==> src/rtl/lsu_queue_if.sv <==
// ============================================================================
// Module      : lsu_queue_if
// Description : Execute-side request, memory-side issue and writeback bundle
//               for the load/store queue.
// Revision    : 1.0 - initial release
// ============================================================================
`default_nettype none

interface lsu_queue_if #(
    parameter int ADDR_W = 32,
    parameter int WORD_W = 32,
    parameter int TAG_W  = 5
);
    logic              req_valid;
    logic              req_ready;
    logic              req_we;
    logic [ADDR_W-1:0] req_base;
    logic [15:0]       req_offset;
    logic [WORD_W-1:0] req_wdata;
    logic [TAG_W-1:0]  req_tag;

    logic              mem_order;
    logic              mem_io;
    logic [ADDR_W-1:0] mem_address;
    logic [WORD_W-1:0] mem_wdata;
    logic              mem_accepted;
    logic [WORD_W-1:0] mem_rdata;

    logic              wb_valid;
    logic [TAG_W-1:0]  wb_tag;
    logic [WORD_W-1:0] wb_data;

    logic              misalign;
    logic [ADDR_W-1:0] misalign_addr;
    logic              busy;

    modport slave (
        input  req_valid, req_we, req_base, req_offset, req_wdata, req_tag,
        input  mem_accepted, mem_rdata,
        output req_ready, mem_order, mem_io, mem_address, mem_wdata,
        output wb_valid, wb_tag, wb_data, misalign, misalign_addr, busy
    );

    modport master (
        output req_valid, req_we, req_base, req_offset, req_wdata, req_tag,
        output mem_accepted, mem_rdata,
        input  req_ready, mem_order, mem_io, mem_address, mem_wdata,
        input  wb_valid, wb_tag, wb_data, misalign, misalign_addr, busy
    );
endinterface

`default_nettype wire

==> src/rtl/lsu_queue.sv <==
// ============================================================================
// Module      : lsu_queue
// Description : In-order load/store request queue with effective-address
//               generation and fixed-latency load writeback.
//               Optional: LSU_MISALIGN_TRAP_EN drops misaligned requests.
// Revision    : 1.0 - initial release
// ============================================================================
`default_nettype none

module lsu_queue #(
    parameter int DEPTH    = 4,
    parameter int ADDR_W   = 32,
    parameter int WORD_W   = 32,
    parameter int TAG_W    = 5,
    parameter int LOAD_LAT = 1
) (
    input  logic         clk,
    input  logic         rstn,
    lsu_queue_if.slave   bus
);

    localparam int PTR_W = $clog2(DEPTH);
    localparam int CNT_W = PTR_W + 1;

    logic [ADDR_W-1:0] r_addr  [DEPTH];
    logic [WORD_W-1:0] r_wdata [DEPTH];
    logic [TAG_W-1:0]  r_tag   [DEPTH];
    logic              r_we    [DEPTH];

    logic [PTR_W-1:0]  r_head;
    logic [PTR_W-1:0]  r_tail;
    logic [CNT_W-1:0]  r_count;

    logic [LOAD_LAT-1:0] r_pipe_valid;
    logic [TAG_W-1:0]    r_pipe_tag [LOAD_LAT];

    logic [ADDR_W-1:0] w_addr;
    logic              w_full;
    logic              w_nonempty;
    logic              w_req_fire;
    logic              w_enq;
    logic              w_deq;
    logic              w_load_issue;

    assign w_addr     = bus.req_base + {{(ADDR_W-16){bus.req_offset[15]}}, bus.req_offset};
    assign w_full     = (r_count == CNT_W'(DEPTH));
    assign w_nonempty = (r_count != '0);

    // Ready is forced low while reset is held so nothing is handshaken away.
    assign bus.req_ready = !w_full && !rstn;
    assign w_req_fire    = bus.req_valid && bus.req_ready;

`ifdef LSU_MISALIGN_TRAP_EN
    logic              w_misaligned;
    logic              r_misalign;
    logic [ADDR_W-1:0] r_misalign_addr;

    assign w_misaligned = (w_addr[1:0] != 2'b00);
    assign w_enq        = w_req_fire && !w_misaligned;

    always_ff @(posedge clk or posedge rstn) begin
        if (rstn) begin
            r_misalign      <= 1'b0;
            r_misalign_addr <= '0;
        end else begin
            r_misalign <= w_req_fire && w_misaligned;
            if (w_req_fire && w_misaligned) begin
                r_misalign_addr <= w_addr;
            end
        end
    end

    assign bus.misalign      = r_misalign;
    assign bus.misalign_addr = r_misalign_addr;
`else
    assign w_enq             = w_req_fire;
    assign bus.misalign      = 1'b0;
    assign bus.misalign_addr = '0;
`endif

    assign w_deq        = w_nonempty && bus.mem_accepted;
    assign w_load_issue = w_deq && !r_we[r_head];

    // Head fields are gated so the memory side sees zeros when idle.
    assign bus.mem_order   = w_nonempty;
    assign bus.mem_io      = w_nonempty && r_we[r_head];
    assign bus.mem_address = w_nonempty ? r_addr[r_head]  : '0;
    assign bus.mem_wdata   = w_nonempty ? r_wdata[r_head] : '0;

    always_ff @(posedge clk) begin
        if (w_enq) begin
            r_addr[r_tail]  <= w_addr;
            r_wdata[r_tail] <= bus.req_wdata;
            r_tag[r_tail]   <= bus.req_tag;
            r_we[r_tail]    <= bus.req_we;
        end
    end

    always_ff @(posedge clk or posedge rstn) begin
        if (rstn) begin
            r_head  <= '0;
            r_tail  <= '0;
            r_count <= '0;
        end else begin
            if (w_enq) begin
                r_tail <= r_tail + PTR_W'(1);
            end
            if (w_deq) begin
                r_head <= r_head + PTR_W'(1);
            end
            r_count <= r_count + CNT_W'(w_enq) - CNT_W'(w_deq);
        end
    end

    always_ff @(posedge clk or posedge rstn) begin
        if (rstn) begin
            r_pipe_valid <= '0;
            for (int i = 0; i < LOAD_LAT; i++) begin
                r_pipe_tag[i] <= '0;
            end
        end else begin
            for (int i = LOAD_LAT - 1; i > 0; i--) begin
                r_pipe_valid[i] <= r_pipe_valid[i-1];
                r_pipe_tag[i]   <= r_pipe_tag[i-1];
            end
            r_pipe_valid[0] <= w_load_issue;
            r_pipe_tag[0]   <= r_tag[r_head];
        end
    end

    // Load data is taken straight from the memory bus in the exit cycle.
    assign bus.wb_valid = r_pipe_valid[LOAD_LAT-1];
    assign bus.wb_tag   = r_pipe_valid[LOAD_LAT-1] ? r_pipe_tag[LOAD_LAT-1] : '0;
    assign bus.wb_data  = r_pipe_valid[LOAD_LAT-1] ? bus.mem_rdata : '0;

    assign bus.busy = w_nonempty || (|r_pipe_valid);

endmodule

`default_nettype wire

==> src/flat_wrapper.sv <==
// flat-port wrapper written by rule: the top's interface ports become plain ports
module lsu_queue_flat 
#(
    parameter int DEPTH    = 4,
    parameter int ADDR_W   = 32,
    parameter int WORD_W   = 32,
    parameter int TAG_W    = 5,
    parameter int LOAD_LAT = 1
)
  (clk, rstn, bus_req_valid, bus_req_we, bus_req_base, bus_req_offset, bus_req_wdata, bus_req_tag, bus_mem_accepted, bus_mem_rdata, bus_req_ready, bus_mem_order, bus_mem_io, bus_mem_address, bus_mem_wdata, bus_wb_valid, bus_wb_tag, bus_wb_data, bus_misalign, bus_misalign_addr, bus_busy);
  lsu_queue_if #(.ADDR_W(ADDR_W), .WORD_W(WORD_W), .TAG_W(TAG_W)) bus_i ();
  input  logic clk;
  input  logic rstn;
  input wire logic [$bits(bus_i.req_valid)-1:0] bus_req_valid;
  input wire logic [$bits(bus_i.req_we)-1:0] bus_req_we;
  input wire logic [$bits(bus_i.req_base)-1:0] bus_req_base;
  input wire logic [$bits(bus_i.req_offset)-1:0] bus_req_offset;
  input wire logic [$bits(bus_i.req_wdata)-1:0] bus_req_wdata;
  input wire logic [$bits(bus_i.req_tag)-1:0] bus_req_tag;
  input wire logic [$bits(bus_i.mem_accepted)-1:0] bus_mem_accepted;
  input wire logic [$bits(bus_i.mem_rdata)-1:0] bus_mem_rdata;
  output wire logic [$bits(bus_i.req_ready)-1:0] bus_req_ready;
  output wire logic [$bits(bus_i.mem_order)-1:0] bus_mem_order;
  output wire logic [$bits(bus_i.mem_io)-1:0] bus_mem_io;
  output wire logic [$bits(bus_i.mem_address)-1:0] bus_mem_address;
  output wire logic [$bits(bus_i.mem_wdata)-1:0] bus_mem_wdata;
  output wire logic [$bits(bus_i.wb_valid)-1:0] bus_wb_valid;
  output wire logic [$bits(bus_i.wb_tag)-1:0] bus_wb_tag;
  output wire logic [$bits(bus_i.wb_data)-1:0] bus_wb_data;
  output wire logic [$bits(bus_i.misalign)-1:0] bus_misalign;
  output wire logic [$bits(bus_i.misalign_addr)-1:0] bus_misalign_addr;
  output wire logic [$bits(bus_i.busy)-1:0] bus_busy;
  assign bus_i.req_valid = bus_req_valid;
  assign bus_i.req_we = bus_req_we;
  assign bus_i.req_base = bus_req_base;
  assign bus_i.req_offset = bus_req_offset;
  assign bus_i.req_wdata = bus_req_wdata;
  assign bus_i.req_tag = bus_req_tag;
  assign bus_i.mem_accepted = bus_mem_accepted;
  assign bus_i.mem_rdata = bus_mem_rdata;
  assign bus_req_ready = bus_i.req_ready;
  assign bus_mem_order = bus_i.mem_order;
  assign bus_mem_io = bus_i.mem_io;
  assign bus_mem_address = bus_i.mem_address;
  assign bus_mem_wdata = bus_i.mem_wdata;
  assign bus_wb_valid = bus_i.wb_valid;
  assign bus_wb_tag = bus_i.wb_tag;
  assign bus_wb_data = bus_i.wb_data;
  assign bus_misalign = bus_i.misalign;
  assign bus_misalign_addr = bus_i.misalign_addr;
  assign bus_busy = bus_i.busy;
  lsu_queue #(.DEPTH(DEPTH), .ADDR_W(ADDR_W), .WORD_W(WORD_W), .TAG_W(TAG_W), .LOAD_LAT(LOAD_LAT)) u_core (.clk(clk), .rstn(rstn), .bus(bus_i));
endmodule
==> config.mk <==
export PLATFORM = sky130hd
export DESIGN_NAME = lsu_queue_flat
export DESIGN_NICKNAME = d
export VERILOG_FILES = /design/src/rtl/lsu_queue_if.sv /design/src/rtl/lsu_queue.sv /design/src/flat_wrapper.sv
export SDC_FILE = /design/constraint.sdc
export NUM_CORES = 1
export LEC_CHECK = 0
export BUFFER_PORTS_ARGS = -buffer_cell sky130_fd_sc_hd__buf_2
export CORE_MARGIN = 1.5
export CORE_UTILIZATION = 60
export DETAILED_ROUTE_END_ITERATION = 8
export PLACE_DENSITY = 0.95
export SKIP_CTS_REPAIR_TIMING = 1
export SYNTH_ARGS = -nofsm -noshare
export SYNTH_HDL_FRONTEND = slang
export SYNTH_SLANG_ARGS = --single-unit
==> constraint.sdc <==
create_clock -name clk -period 6.4 [get_ports clk]
set_clock_uncertainty 0.05 [all_clocks]
set_input_delay 0 -clock clk [delete_from_list [all_inputs] [get_ports clk]]
set_output_delay 0 -clock clk [all_outputs]
set_load 0.005 [all_outputs]
Yosys cells after proc, flatten, opt, wreduce, memory -nomap -nowiden
Memory sizes are Yosys's and may differ from the RTL's. A register that Yosys moved wholly into a read port is not among the register bits.
Cells that the tools add are included.
- register bits: 8
- memory bits (writable): 280
- output and inout port bits: 139
- memories: 4
- memory list (memory ; words ; bits a word ; rd ports ; clocked after Yosys merged registers in ; wr ports ; RTL line ; RTL):
    u_core.r_addr ; 4 ; 32 ; 1 ; 0 ; 1 ; lsu_queue.sv:25 ; logic [ADDR_W-1:0] r_addr [DEPTH];
    u_core.r_wdata ; 4 ; 32 ; 1 ; 0 ; 1 ; lsu_queue.sv:26 ; logic [WORD_W-1:0] r_wdata [DEPTH];
    u_core.r_tag ; 4 ; 5 ; 1 ; 1 ; 1 ; lsu_queue.sv:27 ; logic [TAG_W-1:0] r_tag [DEPTH];
    u_core.r_we ; 4 ; 1 ; 1 ; 0 ; 1 ; lsu_queue.sv:28 ; logic r_we [DEPTH];
- add/subtract/negate cells: 5
- equal/unequal tests: 1
- mux-type cells: 6
- reduce and logical (&&, ||, !) cells: 10
- operators by type and width (operator ; number):
    2-to-1 mux 32 bit ; 3
    adder 32 bit ; 1
    logical AND 1 bit ; 5
    2-to-1 mux 5 bit ; 1
    adder 2 x 1 -> 2 bit (second input constant) ; 2
    adder 3 x 1 -> 3 bit ; 1
    == test 3 bit (second input constant) ; 1
    logical NOT 1 bit ; 3
    nonzero test 3 bit ; 1
    subtractor 3 x 1 -> 3 bit ; 1
    2-to-1 mux 1 bit ; 2
    logical OR 1 bit ; 1

Longest topological paths before layout
- word-level depth: 6
- gate-level depth with buffers: 9

Least setup slack after synthesis
Ideal clock, no wire load.
- path type: reg2reg
- start point: reg u_core.r_count[1]
- end point: mem u_core.r_addr[0][0], enable pin
- library setup time: 0.436 ns
- data arrival time: 2.492 ns
- path slack: 3.422 ns
- cell stages (with the launch flop): 4
- path buffers: 0
- period minus slack after synthesis: 2.978 ns
- cells stage by stage: dfrtp_1 > inv_1 > a31oi_1 > and3_1
- word-level cells in the longest chain between the ends: 6
- RTL lines (element ; RTL line ; RTL):
    from (decl) ; lsu_queue.sv:32 ; logic [CNT_W-1:0] r_count;
    from (signal assigned) ; lsu_queue.sv:111 ; r_count <= r_count + CNT_W'(w_enq) - CNT_W'(w_deq);
    == test 3 bit ; lsu_queue.sv:46 ; assign w_full = (r_count == CNT_W'(DEPTH));
    logical NOT 1 bit ; lsu_queue.sv:50 ; assign bus.req_ready = !w_full && !rstn;
    logical AND 1 bit ; lsu_queue.sv:50 ;
    via bus_req_ready ; flat_wrapper.sv:22 ; output wire logic [$bits(bus_i.req_ready)-1:0] bus_req_ready;
    logical AND 1 bit ; lsu_queue.sv:51 ; assign w_req_fire = bus.req_valid && bus.req_ready;
    2-to-1 mux 1 bit ; lsu_queue.sv:91 ; if (w_enq) begin
    2-to-1 mux 1 bit (implied by the code) ; lsu_queue.sv:92 ; r_addr[r_tail] <= w_addr;
    to (decl) ; lsu_queue.sv:25 ;
The timed path passes the listed nets, and every way through them passes these cells.

Worst setup path in the final report
- start point: reg u_core.r_head[0]
- end point: out bus_mem_address[12]
- word-level cells in the longest chain between the ends: 2
- RTL lines (element ; RTL line ; RTL):
    from (decl) ; lsu_queue.sv:30 ; logic [PTR_W-1:0] r_head;
    from (signal assigned) ; lsu_queue.sv:109 ; r_head <= r_head + PTR_W'(1);
    memory read (4 x 32 bit) ; n/a ;
    2-to-1 mux 32 bit ; lsu_queue.sv:87 ; assign bus.mem_address = w_nonempty ? r_addr[r_head] : '0;
    to (decl) ; flat_wrapper.sv:25 ; output wire logic [$bits(bus_i.mem_address)-1:0] bus_mem_address;
No other way between the ends.

==> key figures <==
Run status
  • Outcome: finished, violations left
  • Failing checks: negative hold slack

Place
  • Routability cong.: 0.862
  • Port-buffer cells: 227
  • DP Wirelength: 17100 um

Setup path
  • Worst EP required: 6350 ps
  • Slowest stage cell on the critical path: dfrtp_4
  • Crit path kind: flop to primary output
  • Worst R2R Path Depth: 8
  • CP delay by family, top: buffers and inverters
  • Worst path cell trace: buf_4, mux4_2, and2_1, buf_2
  • Crit path capture: bus_mem_address[12]
  • CP Max Fanout: 44
  • Crit path arrival time: 3080 ps
  • Crit path from: u_core.r_head[0]$_DFFE_PP0P_
  • Crit path buffers/inverters: 2
  • Critical R2R Capture: u_core.r_count[2]$_DFF_PP0_
  • Critical Path Stages: 4
  • Critical path endpoint category: primary output
  • Nature of the critical path startpoint: flop
  • Reg-to-reg slack, setup: ~3400 ps
  • FF-to-FF Start: u_core.r_count[2]$_DFF_PP0_
  • Max incr delay on CP: 780 ps

Drt
  • 1st-pass router iterations: 6
  • Total wire length: 27800 um
  • Detailed-route via count: 7804
  • Post-route ant nets: 0
  • Routed len/inst: 20.4 um
  • Via density: about 5.7
  • DR iter-0 viols: 525
  • DRC Markers: 0

Floorplanning
  • DIE HEIGHT: 151 um
  • Width of the die: 151 um
  • Full die area: 22900 um^2
  • Site Rows: 54
  • Boundary pin count: 261
  • Core Box Area: 21800 um^2
  • Starting density of the core: 0.608

Clock network
  • Clock buffer depth: 3
  • TritonCTS clock tree: done
  • H-tree depth: 1
  • Root buf cell: clkbuf_16
  • Worst skew pair latency: approximately 500 ps
  • Sink Count: 293
  • Clock slew at reported path FFs: ~60 ps
  • CTS Buf Count: 27

STA
  • Fmax: roughly 0.32 GHz
  • Actual slew at the worst max-slew pin: 1120 ps
  • Rel. slew slack: 0.255
  • Setup_tns: 0 ps
  • Fin. Hold Viols: 4
  • Fin crit share: 0.490
  • Final setup fails: 0
  • Max Slew Vio Count: 0
  • Worst hold slack: -12.5 ps
  • Post-layout min period: 3130 ps
  • RSZ-0062 raised after global routing: no

Cells and area
  • Fillers: about 1300
  • Layout cells sized above 1: 0.328
  • Diode count: 0
  • Layout area overhead: 19.0%
  • Nets@finish: roughly 1200

Power and ir drop
  • Max VDD drop: 0.207 mV
  • Leak: 5.92 nW
  • Clk network pwr share: 0.246
  • Flop pwr share: 0.443
  • Sw power: 1.72 mW
  • Switching share of power: 0.291
  • Logic pwr share: 0.311
  • Internal: between 4 and 5 mW
  • PwrDens: ~380 nW/um^2

Global route
  • Largest net degree at the start of global routing: 72
  • Initial antenna violation count: 0
  • First-pass GRT wire length: just under 40000 um
  • Total track usage: 0.228
  • Vias in the first global route: around 7600
  • Grt ovf: 0

Yosys
  • Prevailing post-synth register cell: edfxtp_1
  • Post-synthesis sequential area ratio: 0.660
  • Largest family of logic cells by synthesized area: multiplexers
  • Ys async rst share: 0.0444
  • Simple-Gate Fraction of Synth Area: 0.0756
  • Compound-gate portion of the synthesized area: 0.0506
  • Number of synthesized flops with an enable pin: 280
  • Synth Area in Adders: 0.0380
  • Yosys reg bits: 293
  • Unique masters post-synth: 57
  • Mux cell area share after synthesis: 0.119
  • XOR/XNOR Fraction of Synth Area: 0.0232
  • Avg Synthesized Cell Area: 16.7 um^2
  • Syn Std Cell Area: 13200 um^2
  • Synth Instances: 792
  • Syn. warnings: 0

Flow run
  • Maxcap violations: 0

Min path
  • Hold Crit Class: input pin to flop
[cells in the final DEF, fill, tap and decap left out, types with 5 or more instances in the layout]
cell type / n
conb_1: 33
nor2_1: 18
o21ai_0: 16
xnor2_1: 23
dlygate4sd3_1: 46
a31oi_1: 6
edfxtp_1: 280
nand2_1: 25
inv_1: 11
dfrtp_1: 11
nand4_1: 5
clkinv_1: 6
a21oi_1: 29
buf_2: 227
a21o_1: 12
mux4_2: 70
clkbuf_16: 27
xor2_1: 12
ha_1: 37
clkbuf_1: 9
and2_1: 104
[cell families after synthesis]
group,after synthesis
DFF,293
and+or+nand+nor,177
AOI/OAI and AO/OA,97
buffers and inverters,80
muxes,70
adders and majority gates,39
xor gates and xnor gates,35
other,1
[synth_stat cells (4+ instances only)]
cell	instances	area, um^2
mux4_2	70	1580
o21ai_0	16	80.1
and3_1	7	43.8
a21oi_1	29	145
and2_1	104	651
inv_1	11	41.3
dfrtp_1	13	325
ha_1	37	463
a21o_1	12	90.1
a211oi_1	4	30.0
nor2_1	18	67.6
nand2_1	25	93.8
edfxtp_1	280	8410
xor2_1	12	105
or3_1	5	31.3
a31oi_1	6	37.5
clkbuf_1	27	101
nand4_1	5	31.3
buf_4	33	248
xnor2_1	23	201
buf_2	8	40.0
[routing by layer]
layer | track usage | up-vias | part of all wire
li1 | - | 3537 | -
met1 | 0.286 | 3846 | 0.37
met2 | 0.418 | 376 | 0.54
met3 | 0.0275 | 45 | 0.070
met4 | 0.0675 | 0 | 0.020
met5 | 0 | - | 0
[worst min-delay path: cells and delay by family]
family / cells / cell delay, ps
xor gates and xnor gates: 1 / 130
buffers and inverters: 1 / 80
adders and majority gates: 1 / 170
[flip-flops by register name (all words and copies together), names as in the netlist]
name                 count
u_core.r_addr          128
u_core.r_we              4
u_core.r_pipe_tag        5
u_core.bus.wb_valid      1
u_core.r_count           3
u_core.r_tail            2
u_core.r_tag            20
u_core.r_wdata         128
u_core.r_head            2
[cell type report]
| class | instances | area [um^2] | area share |
|---|---|---|---|
| clock inverters | 13 | 90.1 | 0.00572 |
| flip-flops and latches | 293 | 8740 | 0.555 |
| repair buffers | 274 | 1600 | 0.102 |
| clock buffers | 36 | 709 | 0.0451 |
| multi-input cells | 451 | 4200 | 0.267 |
| inverters | 11 | 41.3 | 0.00262 |
| well taps | 280 | 350 | 0.0223 |
[worst min-delay path by stage]
stage                     depth (start not counted)                        endpoint  slack [ps]            start
after floorplan                                   1   u_core.bus.wb_valid$_DFF_PP0_        -170             rstn
after global placement                            2     u_core.r_count[1]$_DFF_PP0_          -6             rstn
after detailed placement                          2   u_core.bus.wb_valid$_DFF_PP0_          10             rstn
after CTS                                         2  u_core.r_pipe_tag[0]$_DFF_PP0_        -530             rstn
after global routing                              3   u_core.r_addr[3][2]$_DFFE_PP_          20  bus_req_base[2]
final                                             3   u_core.r_addr[3][2]$_DFFE_PP_         -10  bus_req_base[2]
[power by group through the flow]
stage | Clock, mW | Sequential, mW | Combinational [mW]
2_1_floorplan | 0 | 2.48 | 1.31
3_3_place_gp | 0 | 2.65 | 1.75
3_5_place_dp | 0 | 2.67 | 1.81
4_1_cts | 1.47 | 2.64 | 1.83
5_1_grt | 1.54 | 2.67 | 2.01
6_report | 1.46 | 2.63 | 1.84
[per-stage QoR]
stage / instances / total power, mW / utilization / setup slack (ps) / area [um^2]
global placement: 1263 / 4.40 / 0.665 / 3510 / 14500
CTS: 1312 / 5.94 / 0.702 / 3170 / 15300
detailed placement: 1263 / 4.48 / 0.665 / 3390 / 14500
floorplan: 824 / 3.79 / - / 3420 / 13300
finish: 1358 / 5.93 / 0.723 / 3270 / 15700
global route: 1358 / 6.22 / 0.723 / 3010 / 15700
(Power assumes the default switching activity.)
